<file path="src/rtl/bu_rsp_queue_pkg.sv">
// -----------------------------------------------------------------------------
// bu_rsp_queue_pkg
// Shared definitions for the buffer-unit response path.
//   - NOU_* field widths, mirroring nou_define.h, so that every file in this
//     slice agrees on them even when compiled standalone
//   - nou_rsp_entry_t: packed response entry, reused by the response consumer
//   - helper for the buffer-release decision
// -----------------------------------------------------------------------------
`ifndef NOU_DEFINE_H
`define NOU_DEFINE_H
`define NOU_SID_WIDTH          4
`define NOU_RSP_TYPE_ID_WIDTH  3
`define NOU_BUF_ID_WIDTH       4
`define NOU_ERR_CODE_WIDTH     4
`define NOU_BUF_RM_WIDTH       4
`endif

package bu_rsp_queue_pkg;

    localparam int SID_W      = `NOU_SID_WIDTH;
    localparam int RTYPE_W    = `NOU_RSP_TYPE_ID_WIDTH;
    localparam int BUF_ID_W   = `NOU_BUF_ID_WIDTH;
    localparam int ERR_CODE_W = `NOU_ERR_CODE_WIDTH;
    localparam int RM_W       = `NOU_BUF_RM_WIDTH;

    // One retired response as it sits in the queue.
    typedef struct packed {
        logic [SID_W-1:0]      sid;
        logic [RTYPE_W-1:0]    rtype;
        logic [BUF_ID_W-1:0]   buf_id;
        logic                  status;   // 1 = error
        logic [ERR_CODE_W-1:0] err_code;
        logic [RM_W-1:0]       rm;       // buffer release mask
    } nou_rsp_entry_t;

    // An entry frees buffer space only when its release mask is non-zero.
    function automatic logic needs_release(input nou_rsp_entry_t e);
        return |e.rm;
    endfunction

endpackage

</file>
<file path="src/rtl/bu_rsp_queue_if.sv">
// -----------------------------------------------------------------------------
// bu_rsp_queue_if
// Bundles the three handshake groups of the response queue:
//   in_*      : retire entry from the upstream retire register + retire_keep
//   rsp_*     : head-of-queue response with valid/ready
//   buf_rel_* : registered buffer release pulse
// modport slave  : the queue's view
// modport master : the surrounding logic's (or a bench's) view
// -----------------------------------------------------------------------------
interface bu_rsp_queue_if;
    import bu_rsp_queue_pkg::*;

    // retire side
    logic                  in_vld;
    logic [SID_W-1:0]      in_sid;
    logic [RTYPE_W-1:0]    in_rtype;
    logic [BUF_ID_W-1:0]   in_buf_id;
    logic                  in_status;
    logic [ERR_CODE_W-1:0] in_err_code;
    logic [RM_W-1:0]       in_rm;
    logic                  retire_keep;

    // response side
    logic                  rsp_vld;
    logic                  rsp_rdy;
    logic [SID_W-1:0]      rsp_sid;
    logic [RTYPE_W-1:0]    rsp_rtype;
    logic [BUF_ID_W-1:0]   rsp_buf_id;
    logic                  rsp_status;
    logic [ERR_CODE_W-1:0] rsp_err_code;

    // buffer release
    logic                  buf_rel_vld;
    logic [BUF_ID_W-1:0]   buf_rel_id;
    logic [RM_W-1:0]       buf_rel_rm;

    modport slave (
        input  in_vld, in_sid, in_rtype, in_buf_id, in_status, in_err_code, in_rm,
        output retire_keep,
        output rsp_vld, rsp_sid, rsp_rtype, rsp_buf_id, rsp_status, rsp_err_code,
        input  rsp_rdy,
        output buf_rel_vld, buf_rel_id, buf_rel_rm
    );

    modport master (
        output in_vld, in_sid, in_rtype, in_buf_id, in_status, in_err_code, in_rm,
        input  retire_keep,
        input  rsp_vld, rsp_sid, rsp_rtype, rsp_buf_id, rsp_status, rsp_err_code,
        output rsp_rdy,
        input  buf_rel_vld, buf_rel_id, buf_rel_rm
    );

endinterface

</file>
<file path="src/rtl/bu_rsp_fifo.sv">
// -----------------------------------------------------------------------------
// bu_rsp_fifo
// DEPTH-entry FIFO of nou_rsp_entry_t. No write-to-read bypass: a pushed entry
// shows on o_rdata no earlier than the following cycle. Storage is not reset;
// o_rdata is meaningful only while o_empty = 0.
// Ports:
//   clk, rstn         clock, async active-low reset (pointers/occupancy)
//   i_push, i_wdata   write request and data (ignored when full)
//   i_pop             read request (ignored when empty)
//   o_rdata           oldest entry
//   o_occ             occupancy, 0..DEPTH
//   o_full, o_empty   decoded from the registered occupancy
// -----------------------------------------------------------------------------
module bu_rsp_fifo
    import bu_rsp_queue_pkg::*;
#(
    parameter int DEPTH = 4,               // power of two, >= 2
    localparam int AW   = $clog2(DEPTH)
) (
    input  logic           clk,
    input  logic           rstn,
    input  logic           i_push,
    input  nou_rsp_entry_t i_wdata,
    input  logic           i_pop,
    output nou_rsp_entry_t o_rdata,
    output logic [AW:0]    o_occ,
    output logic           o_full,
    output logic           o_empty
);

    localparam logic [AW:0] FULL_OCC = (AW+1)'(DEPTH);

    nou_rsp_entry_t r_mem [DEPTH];
    logic [AW-1:0]  r_wptr;
    logic [AW-1:0]  r_rptr;
    logic [AW:0]    r_occ;

    logic w_wr;
    logic w_rd;

    assign o_full  = (r_occ == FULL_OCC);
    assign o_empty = (r_occ == '0);
    assign o_occ   = r_occ;
    assign o_rdata = r_mem[r_rptr];

    // Guard locally so a misbehaving caller cannot corrupt the pointers.
    assign w_wr = i_push & ~o_full;
    assign w_rd = i_pop  & ~o_empty;

    always_ff @(posedge clk) begin
        if (w_wr) begin
            r_mem[r_wptr] <= i_wdata;
        end
    end

    // Pointers are exactly AW bits wide, so +1 wraps modulo DEPTH for free.
    always_ff @(posedge clk or negedge rstn) begin
        if (!rstn) begin
            r_wptr <= '0;
            r_rptr <= '0;
            r_occ  <= '0;
        end else begin
            if (w_wr) r_wptr <= r_wptr + 1'b1;
            if (w_rd) r_rptr <= r_rptr + 1'b1;
            case ({w_wr, w_rd})
                2'b10:   r_occ <= r_occ + 1'b1;
                2'b01:   r_occ <= r_occ - 1'b1;
                default: r_occ <= r_occ;
            endcase
        end
    end

endmodule

</file>
<file path="src/rtl/bu_rsp_queue.sv">
// -----------------------------------------------------------------------------
// bu_rsp_queue
// Response queue between the retire register stage and the response consumer.
// Retired entries are queued in FIFO order and presented on rsp_*; popping an
// entry with a non-zero release mask emits a one-cycle buffer release pulse,
// and popping an error entry bumps a saturating error counter.
// Ports:
//   clk, rstn   clock, async active-low reset
//   bus         bu_rsp_queue_if.slave: in_* / retire_keep, rsp_*, buf_rel_*
//   err_clr     synchronous clear of err_cnt (wins over an increment)
//   err_cnt     number of error responses delivered, saturating
//   occ         current queue occupancy
// -----------------------------------------------------------------------------
module bu_rsp_queue
    import bu_rsp_queue_pkg::*;
#(
    parameter int DEPTH     = 4,           // power of two, >= 2
    parameter int ERR_CNT_W = 16
) (
    input  logic                   clk,
    input  logic                   rstn,
    bu_rsp_queue_if.slave          bus,
    input  logic                   err_clr,
    output logic [ERR_CNT_W-1:0]   err_cnt,
    output logic [$clog2(DEPTH):0] occ
);

    nou_rsp_entry_t          w_in_entry;
    nou_rsp_entry_t          w_head;
    logic [$clog2(DEPTH):0]  w_occ;
    logic                    w_full;
    logic                    w_empty;
    logic                    w_push;
    logic                    w_pop;

    logic                    r_rel_vld;
    logic [BUF_ID_W-1:0]     r_rel_id;
    logic [RM_W-1:0]         r_rel_rm;
    logic [ERR_CNT_W-1:0]    r_err_cnt;

    assign w_in_entry = '{
        sid:      bus.in_sid,
        rtype:    bus.in_rtype,
        buf_id:   bus.in_buf_id,
        status:   bus.in_status,
        err_code: bus.in_err_code,
        rm:       bus.in_rm
    };

    // Push depends only on registered fullness: a pop in the same cycle does
    // not make room, which keeps rsp_rdy out of the retire_keep/push path.
    assign w_push = bus.in_vld & ~w_full;
    assign w_pop  = ~w_empty & bus.rsp_rdy;

    bu_rsp_fifo #(.DEPTH(DEPTH)) u_fifo (
        .clk     (clk),
        .rstn    (rstn),
        .i_push  (w_push),
        .i_wdata (w_in_entry),
        .i_pop   (w_pop),
        .o_rdata (w_head),
        .o_occ   (w_occ),
        .o_full  (w_full),
        .o_empty (w_empty)
    );

    assign bus.retire_keep  = w_full;
    assign bus.rsp_vld      = ~w_empty;
    assign bus.rsp_sid      = w_head.sid;
    assign bus.rsp_rtype    = w_head.rtype;
    assign bus.rsp_buf_id   = w_head.buf_id;
    assign bus.rsp_status   = w_head.status;
    assign bus.rsp_err_code = w_head.err_code;

    // Release pulse: registered, one cycle per qualifying pop. id/rm hold the
    // last released values between pulses.
    always_ff @(posedge clk or negedge rstn) begin
        if (!rstn) begin
            r_rel_vld <= 1'b0;
            r_rel_id  <= '0;
            r_rel_rm  <= '0;
        end else begin
            r_rel_vld <= w_pop & needs_release(w_head);
            if (w_pop & needs_release(w_head)) begin
                r_rel_id <= w_head.buf_id;
                r_rel_rm <= w_head.rm;
            end
        end
    end

    assign bus.buf_rel_vld = r_rel_vld;
    assign bus.buf_rel_id  = r_rel_id;
    assign bus.buf_rel_rm  = r_rel_rm;

    // Error counter: clear has priority, increment saturates at all-ones.
    always_ff @(posedge clk or negedge rstn) begin
        if (!rstn) begin
            r_err_cnt <= '0;
        end else if (err_clr) begin
            r_err_cnt <= '0;
        end else if (w_pop && w_head.status && !(&r_err_cnt)) begin
            r_err_cnt <= r_err_cnt + 1'b1;
        end
    end

    assign err_cnt = r_err_cnt;
    assign occ     = w_occ;

endmodule

</file>
<file path="src/flat_wrapper.sv">
// flat-port wrapper written by rule: the top's interface ports become plain ports
module bu_rsp_queue_flat import bu_rsp_queue_pkg::*;
#(
    parameter int DEPTH     = 4,                                
    parameter int ERR_CNT_W = 16
)
  (clk, rstn, err_clr, err_cnt, occ, bus_in_vld, bus_in_sid, bus_in_rtype, bus_in_buf_id, bus_in_status, bus_in_err_code, bus_in_rm, bus_retire_keep, bus_rsp_vld, bus_rsp_sid, bus_rsp_rtype, bus_rsp_buf_id, bus_rsp_status, bus_rsp_err_code, bus_rsp_rdy, bus_buf_rel_vld, bus_buf_rel_id, bus_buf_rel_rm);
  bu_rsp_queue_if bus_i ();
  input  logic clk;
  input  logic rstn;
  input  logic err_clr;
  output logic [ERR_CNT_W-1:0] err_cnt;
  output logic [$clog2(DEPTH):0] occ;
  input wire logic [$bits(bus_i.in_vld)-1:0] bus_in_vld;
  input wire logic [$bits(bus_i.in_sid)-1:0] bus_in_sid;
  input wire logic [$bits(bus_i.in_rtype)-1:0] bus_in_rtype;
  input wire logic [$bits(bus_i.in_buf_id)-1:0] bus_in_buf_id;
  input wire logic [$bits(bus_i.in_status)-1:0] bus_in_status;
  input wire logic [$bits(bus_i.in_err_code)-1:0] bus_in_err_code;
  input wire logic [$bits(bus_i.in_rm)-1:0] bus_in_rm;
  output wire logic [$bits(bus_i.retire_keep)-1:0] bus_retire_keep;
  output wire logic [$bits(bus_i.rsp_vld)-1:0] bus_rsp_vld;
  output wire logic [$bits(bus_i.rsp_sid)-1:0] bus_rsp_sid;
  output wire logic [$bits(bus_i.rsp_rtype)-1:0] bus_rsp_rtype;
  output wire logic [$bits(bus_i.rsp_buf_id)-1:0] bus_rsp_buf_id;
  output wire logic [$bits(bus_i.rsp_status)-1:0] bus_rsp_status;
  output wire logic [$bits(bus_i.rsp_err_code)-1:0] bus_rsp_err_code;
  input wire logic [$bits(bus_i.rsp_rdy)-1:0] bus_rsp_rdy;
  output wire logic [$bits(bus_i.buf_rel_vld)-1:0] bus_buf_rel_vld;
  output wire logic [$bits(bus_i.buf_rel_id)-1:0] bus_buf_rel_id;
  output wire logic [$bits(bus_i.buf_rel_rm)-1:0] bus_buf_rel_rm;
  assign bus_i.in_vld = bus_in_vld;
  assign bus_i.in_sid = bus_in_sid;
  assign bus_i.in_rtype = bus_in_rtype;
  assign bus_i.in_buf_id = bus_in_buf_id;
  assign bus_i.in_status = bus_in_status;
  assign bus_i.in_err_code = bus_in_err_code;
  assign bus_i.in_rm = bus_in_rm;
  assign bus_retire_keep = bus_i.retire_keep;
  assign bus_rsp_vld = bus_i.rsp_vld;
  assign bus_rsp_sid = bus_i.rsp_sid;
  assign bus_rsp_rtype = bus_i.rsp_rtype;
  assign bus_rsp_buf_id = bus_i.rsp_buf_id;
  assign bus_rsp_status = bus_i.rsp_status;
  assign bus_rsp_err_code = bus_i.rsp_err_code;
  assign bus_i.rsp_rdy = bus_rsp_rdy;
  assign bus_buf_rel_vld = bus_i.buf_rel_vld;
  assign bus_buf_rel_id = bus_i.buf_rel_id;
  assign bus_buf_rel_rm = bus_i.buf_rel_rm;
  bu_rsp_queue #(.DEPTH(DEPTH), .ERR_CNT_W(ERR_CNT_W)) u_core (.clk(clk), .rstn(rstn), .bus(bus_i), .err_clr(err_clr), .err_cnt(err_cnt), .occ(occ));
endmodule
</file>
<file path="config.mk">
export PLATFORM = sky130hd
export DESIGN_NAME = bu_rsp_queue_flat
export DESIGN_NICKNAME = d
export VERILOG_FILES = /design/src/rtl/bu_rsp_queue_pkg.sv /design/src/rtl/bu_rsp_queue_if.sv /design/src/rtl/bu_rsp_fifo.sv /design/src/rtl/bu_rsp_queue.sv /design/src/flat_wrapper.sv
export SDC_FILE = /design/constraint.sdc
export NUM_CORES = 1
export LEC_CHECK = 0
export CAP_MARGIN = 20
export CORE_UTILIZATION = 40
export DETAILED_ROUTE_END_ITERATION = 8
export HOLD_SLACK_MARGIN = 0.1
export PLACE_DENSITY = 0.64
export SYNTH_ARGS = -nofsm -noshare
export SYNTH_HDL_FRONTEND = slang
export SYNTH_SLANG_ARGS = --single-unit
</file>
<file path="constraint.sdc">
create_clock -name clk -period 2.35 [get_ports clk]
set_clock_uncertainty 0.05 [all_clocks]
set_input_delay 0.47 -clock clk [delete_from_list [all_inputs] [get_ports clk]]
set_output_delay 0.47 -clock clk [all_outputs]
set_load 0.03 [all_outputs]
</file>
### Word level (Yosys, flattened, before mapping)

Memory sizes are Yosys's and may differ from the RTL's.
Index checks and enable logic that the tools add are counted.

| word-level totals | value |
|---|---|
| output and inout bits | 46 |
| logic and storage cells | 36 |
| memories kept | 1 |
| bits in writable memories | 80 |
| input bits | 25 |
| bits in registers | 32 |

| cells by class | value |
|---|---|
| mux-type cells | 5 |
| bitwise gates (word level) | 7 |
| equality and inequality tests | 3 |
| add/subtract/negate cells | 5 |
| reductions and logical operators | 8 |

Memories:

| name | depth | width | rd ports | clocked after memory_dff | write ports | RTL line | RTL |
|---|---|---|---|---|---|---|---|
| u_core.u_fifo.r_mem | 4 | 20 | 1 | 0 | 1 | bu_rsp_fifo.sv:33 | `nou_rsp_entry_t r_mem [DEPTH];` |

Operators with widths:

| kind | number |
|---|---|
| 2-to-1 mux 16 bit | 2 |
| adder 16 x 1 -> 16 bit, second input constant | 1 |
| AND reduction 16 bit | 1 |
| one-hot mux 3 bit (2 select lines) | 1 |
| bitwise AND 1 bit | 5 |
| adder 2 x 1 -> 2 bit, second input constant | 2 |
| nonzero test 2 bit | 2 |
| OR reduction 4 bit | 1 |
| adder 3 x 1 -> 3 bit, second input constant | 1 |
| equality test 3 bit, second input constant | 1 |
| zero test 3 bit | 1 |
| subtractor 3 x 1 -> 3 bit, second input constant | 1 |
| equality test 2 x 1 -> 1 bit, second input constant | 1 |
| equality test 2 bit, second input constant | 1 |
| logical AND 1 bit | 2 |
| 2-to-1 mux 1 bit | 2 |
| NOT 1 bit | 2 |
| zero test 1 bit | 1 |

### Longest topological paths before layout

Gate-level depths: netlist of run 1.

| logic depth | value |
|---|---|
| depth in word-level cells | 7 |
| gate-level depth with buffers | 10 |
| depth with buffers taken out | 10 |

### By module

Synthesis of run 1 repeated with hierarchy kept, for this count alone.

| second synthesis, totals | value |
|---|---|
| cells, all modules | 264 |
| area, all modules | 4596.9 µm² |

By module, submodules not included:

| module | cells an instance | area an instance (µm²) | times used | seq. area each (µm²) |
|---|---|---|---|---|
| bu_rsp_fifo | 141 | 3331.9 | 1 | 2577.5 |
| bu_rsp_queue | 123 | 1265.0 | 1 | 625.6 |

### Least setup slack after synthesis of run 1

Ideal clock, no wire load.

| timing path | value |
|---|---|
| kind | register -> register |
| start point | reg u_core.u_fifo.r_occ[0] (netlist: u_core.u_fifo.o_occ[0]) |
| end point | reg u_core.u_fifo.r_occ[2] (netlist: u_core.u_fifo.o_occ[2]) |
| period minus slack after synthesis | 2.339 ns |
| library setup time | 0.081 ns |
| data required time | 2.219 ns |
| cell stages (with the launch flop) | 11 |
| arrival time | 2.208 ns |
| setup slack | 0.011 ns |
| path buffers | 0 |
| cell sequence | dfrtp_1 inv_1 and3_1 nor2b_1 inv_1 ha_1 inv_1 fa_1 xor2_1 nor2_1 xor2_1 |

| between the ends | value |
|---|---|
| cells in the longest elaborated chain, start to end | 6 |
| elaborated cells between the ends (all ways) | 14 |
| classes of those cells | add/sub (2); eq/ne (3); mux (1); bitwise (6); reduce/logical (2) |

RTL lines:

| item | RTL line | RTL |
|---|---|---|
| start, declared | bu_rsp_fifo.sv:36 | `logic [AW:0] r_occ;` |
| start signal, assigned | bu_rsp_fifo.sv:66 | `2'b10: r_occ <= r_occ + 1'b1;` |
| start signal, assigned | bu_rsp_fifo.sv:67 | `2'b01: r_occ <= r_occ - 1'b1;` |
| start signal, assigned | bu_rsp_fifo.sv:68 | `default: r_occ <= r_occ;` |
| equality test 3 bit * | bu_rsp_fifo.sv:41 | `assign o_full = (r_occ == FULL_OCC);` |
| named net bus_retire_keep | flat_wrapper.sv:21 | `output wire logic [$bits(bus_i.retire_keep)-1:0] bus_retire_keep;` |
| NOT 1 bit * | bu_rsp_fifo.sv:47, bu_rsp_queue.sv:52 |  |
| bitwise AND 1 bit | bu_rsp_queue.sv:52 | `assign w_push = bus.in_vld & ~w_full;` |
| bitwise AND 1 bit * | bu_rsp_fifo.sv:47 | `assign w_wr = i_push & ~o_full;` |
| equality test 2 x 1 -> 1 bit or equality test 2 bit (tied branches) | bu_rsp_fifo.sv:65 | `case ({w_wr, w_rd})` |
| one-hot mux 3 bit (2 select lines) or nonzero test 2 bit (tied branches) | - |  |

Mark *: on every way through the listed nets, which the timed path passes. The rest lies on a longest branch.
A chain may end at the register's enable or synchronous reset.

### Final worst setup path of run 1

| timing path | value |
|---|---|
| start point | reg u_core.u_fifo.r_rptr[0] |
| end point | out bus_rsp_rtype[0] |

| between the ends | value |
|---|---|
| cells in the longest elaborated chain, start to end | 1 |

RTL lines:

| item | RTL line | RTL |
|---|---|---|
| start, declared | bu_rsp_fifo.sv:35 | `logic [AW-1:0] r_rptr;` |
| start signal, assigned | bu_rsp_fifo.sv:64 | `if (w_rd) r_rptr <= r_rptr + 1'b1;` |
| memory read (4 x 20 bit) | - |  |
| end, declared | flat_wrapper.sv:24 | `output wire logic [$bits(bus_i.rsp_rtype)-1:0] bus_rsp_rtype;` |

No other way between the ends.

==> flow_summary.yaml, run 1 <==
clock_network:
  cts_tree: "built"
  cts_max_level: 3
  root_buffer: "clkbuf_16"
  cts-buffers-inserted: 9
  hold_buffers: 0
  clk_pin_slew_ps: 80
  cts_sinks: 112
  clock_path_buffers: 2
  clkLatencyLatePin_ps: 340
sta:
  hold_violations: 0
  fin_setup_tns_ps: 0
  slew_headroom_pct: 63.6
  whs_ps: 435
  slew_viol_final: 0
  finalCritPeriodShare_pct: 97.7
  worst_pin_slew_ps: 542
  period_minus_slack_ps: 2290
  fmax_ghz: 0.436
  rsz0062_at_grt: "true"
  report.final.setup_viol: 0
yosys:
  yosys_warnings: 0
  synth_top_area_share_pct: 50.9
  ys_seq_area_share_pct: 67.9
  synth_cell_types: 34
  synthCells: 287
  synth_edf_count: 80
  synth-seq-cells: 112
  synth_area_leaders: "edfxtp_1, dfrtp_1, mux4_2, mux4_1, buf_4"
  synth.avg_cell_area_um2: 16.4
  netlist_area_mm2: 0.00472
  ys.flop_type: "edfxtp_1"
  async_flop_share_pct: 28.6
  synthesis.nets: 319
  synth_area_leader_cell: "edfxtp_1"
grt:
  grt_pass1_vias: 2502
  grt_pass1_wl_mm: 13.4
  antenna_found_initial: 0
  overflow: 0
  grt_usage_pct: 14.4
  grt_max_degree: 33
floorplan:
  fp.coreArea_mm2: 0.0115
  ioPinCount: 71
  start_util_pct: 41.2
  die_height_um: 111
  chipWidth_um: 111
  rows: 39
  dieArea_mm2: 0.0122
setup_path:
  critical_path_class: "reg -> out"
  crit_path_end_kind: "output pin"
  cp_slowest_cell: "mux4_2"
  path_cells: "buf_6 -> mux4_2 -> clkdlybuf4s15_2"
  worst-path-max-fanout: 6
  max_stage_delay_ps: 510
  cp.arrival_ps: 1770
  worst-r2r-setup-slack_ps: 80
  start_kind: "register"
  worst_ep_required_time_ps: 1830
power_and_ir_drop:
  power.internal_mw: 4.68
  combPwrFrac_pct: 39.2
  peakVddDrop_uv: 627
  total_leakage_power_nw: 2.19
  swShare_pct: 34.6
  seq_power_share_pct: 38.7
  p_clk_share_pct: 22.1
  power_density_mw_per_mm2: 1200
  p_switching_mw: 2.47
drt:
  drt-total-wl_mm: 8.68
  vias: 2668
  viasPerCell: 5.23
  drc: 0
  wl_per_cell_um: 17.0
  ant_nets: 0
  first_pass_iters: 4
  initialDrtViolationCount: 122
final_layout:
  syn_to_final_growth_pct: 26.1
  diodes: 0
  drive_gt1_share_pct: 21.8
  finalNetCount: 395
  final_cells: 510
run_status:
  outcome: "finished, final reports clean"
placed_design:
  gp_congestion: 0.814
  dp_hpwl_mm: 5.57
  dp_cells: 491
  io_buffers: 70
run:
  max_cap_viol_count: 0
min_path:
  min_path_type: "reg -> reg"
[power by group through the flow]
stage | Clock, mW | Combinational (mW) | Sequential [mW]
2_1_floorplan | 0 | 1.73 | 2.98
3_3_place_gp | 0 | 2.86 | 2.79
3_5_place_dp | 0 | 2.87 | 2.80
4_1_cts | 1.62 | 2.79 | 2.76
5_1_grt | 1.69 | 2.99 | 2.81
6_report | 1.58 | 2.80 | 2.77
[worst max-delay path, delay by kind of cell (launching register included)]
kind / cells / cell delay, ps
mux: 1 / 510
flops: 1 / 450
buf+inv: 2 / 480
[stage by stage]
stage / setup WS (ps) / util, % / power, mW / area, um^2
finish: 55.1 / 51.9 / 7.15 / 5950
global route: -7.16 / 51.9 / 7.50 / 5950
CTS: 5.14 / 51.6 / 7.18 / 5920
detailed placement: 1.08 / 49.2 / 5.67 / 5640
global placement: 30.4 / 49.2 / 5.65 / 5640
floorplan: 11.1 / - / 4.71 / 4720
[per-layer routing]
layer	global-route usage, %	share of wire [%]	up-vias
li1	-	-	1247
met1	19.8	46	1337
met2	21.7	47	78
met3	5.27	6.4	6
met4	3.47	0.90	0
met5	0	0	-
[final timing paths]
check | to | depth (start not counted) | startpoint
worst max-delay path | bus_rsp_rtype[0] | 3 | u_core.u_fifo.r_rptr[0]$_DFFE_PN0P_
worst min-delay path | u_core.bus.buf_rel_rm[0]$_DFFE_PN0P_ | 2 | u_core.bus.buf_rel_rm[0]$_DFFE_PN0P_
min in group asynchronous | u_core.u_fifo.o_occ[1]$_DFFE_PN0P_ | 2 | rstn
worst min register to register | u_core.bus.buf_rel_rm[0]$_DFFE_PN0P_ | 2 | u_core.bus.buf_rel_rm[0]$_DFFE_PN0P_
max in group asynchronous | u_core.u_fifo.r_rptr[0]$_DFFE_PN0P_ | 2 | rstn
worst max register to register | u_core.bus.buf_rel_id[3]$_DFFE_PN0P_ | 5 | u_core.u_fifo.r_rptr[0]$_DFFE_PN0P_
[cell families after synthesis]
kind of cell / count (synthesis) / synth area share (%)
fa+ha+maj: 7 / 2.01
simple gates: 72 / 8.30
buf+inv: 34 / 4.16
xor+xnor: 6 / 1.11
mux: 31 / 12.9
flops: 112 / 67.9
compound gates: 25 / 3.69
[what timing repair did]
item / 4_1_cts / 5_1_grt
resized for setup: 66 / 12
cloned: 0 / 1
endpoints found under the setup margin: 20 / 12
pin swaps: 0 / 1
setup buffers: 0 / 3
[final cells by class]
cell class | instances | area (um^2)
clock buffers | 9 | 225
clock inverters | 6 | 83.8
fillers | 955 | 5520
inverters | 8 | 30.0
multi-input cells | 141 | 1320
flip-flops and latches | 112 | 3200
well taps | 143 | 179
repair buffers | 91 | 915
[registers in the layout, indices dropped and copies added, names as in the netlist]
name,count
u_core.u_fifo.r_wptr,2
u_core.err_cnt,16
u_core.bus.buf_rel_vld,1
u_core.u_fifo.r_rptr,2
u_core.u_fifo.o_occ,3
u_core.bus.buf_rel_rm,4
u_core.bus.buf_rel_id,4
u_core.u_fifo.r_mem,80
[synth_stat cells (8+ instances only)]
master / count
a21oi_1: 11
buf_4: 15
dfrtp_1: 32
edfxtp_1: 80
inv_1: 8
mux2_2: 10
mux4_1: 9
mux4_2: 11
nand2_1: 21
o31ai_1: 8
or4_1: 8
[layout by cell type (no fill, tap or decap), types with 7 or more instances in the layout]
| master | instances |
|---|---|
| a21oi_1 | 11 |
| buf_12 | 7 |
| buf_2 | 12 |
| buf_4 | 12 |
| clkbuf_16 | 10 |
| clkdlybuf4s50_1 | 53 |
| dfrtp_1 | 31 |
| edfxtp_1 | 80 |
| inv_1 | 8 |
| mux2_2 | 10 |
| mux4_2 | 14 |
| nand2_1 | 21 |
| o31ai_1 | 8 |
| or4_1 | 8 |
(Power assumes the default switching activity.)
==> inputs of run 2 (changes only) <==
Settings changed: CAP_MARGIN 20 to unset, CTS_CLUSTER_SIZE set to 8, HOLD_SLACK_MARGIN 0.1 to 0.05.
==> results of run 2 <==
No change in the layout: final DEF, timing and power equal those of run 1.
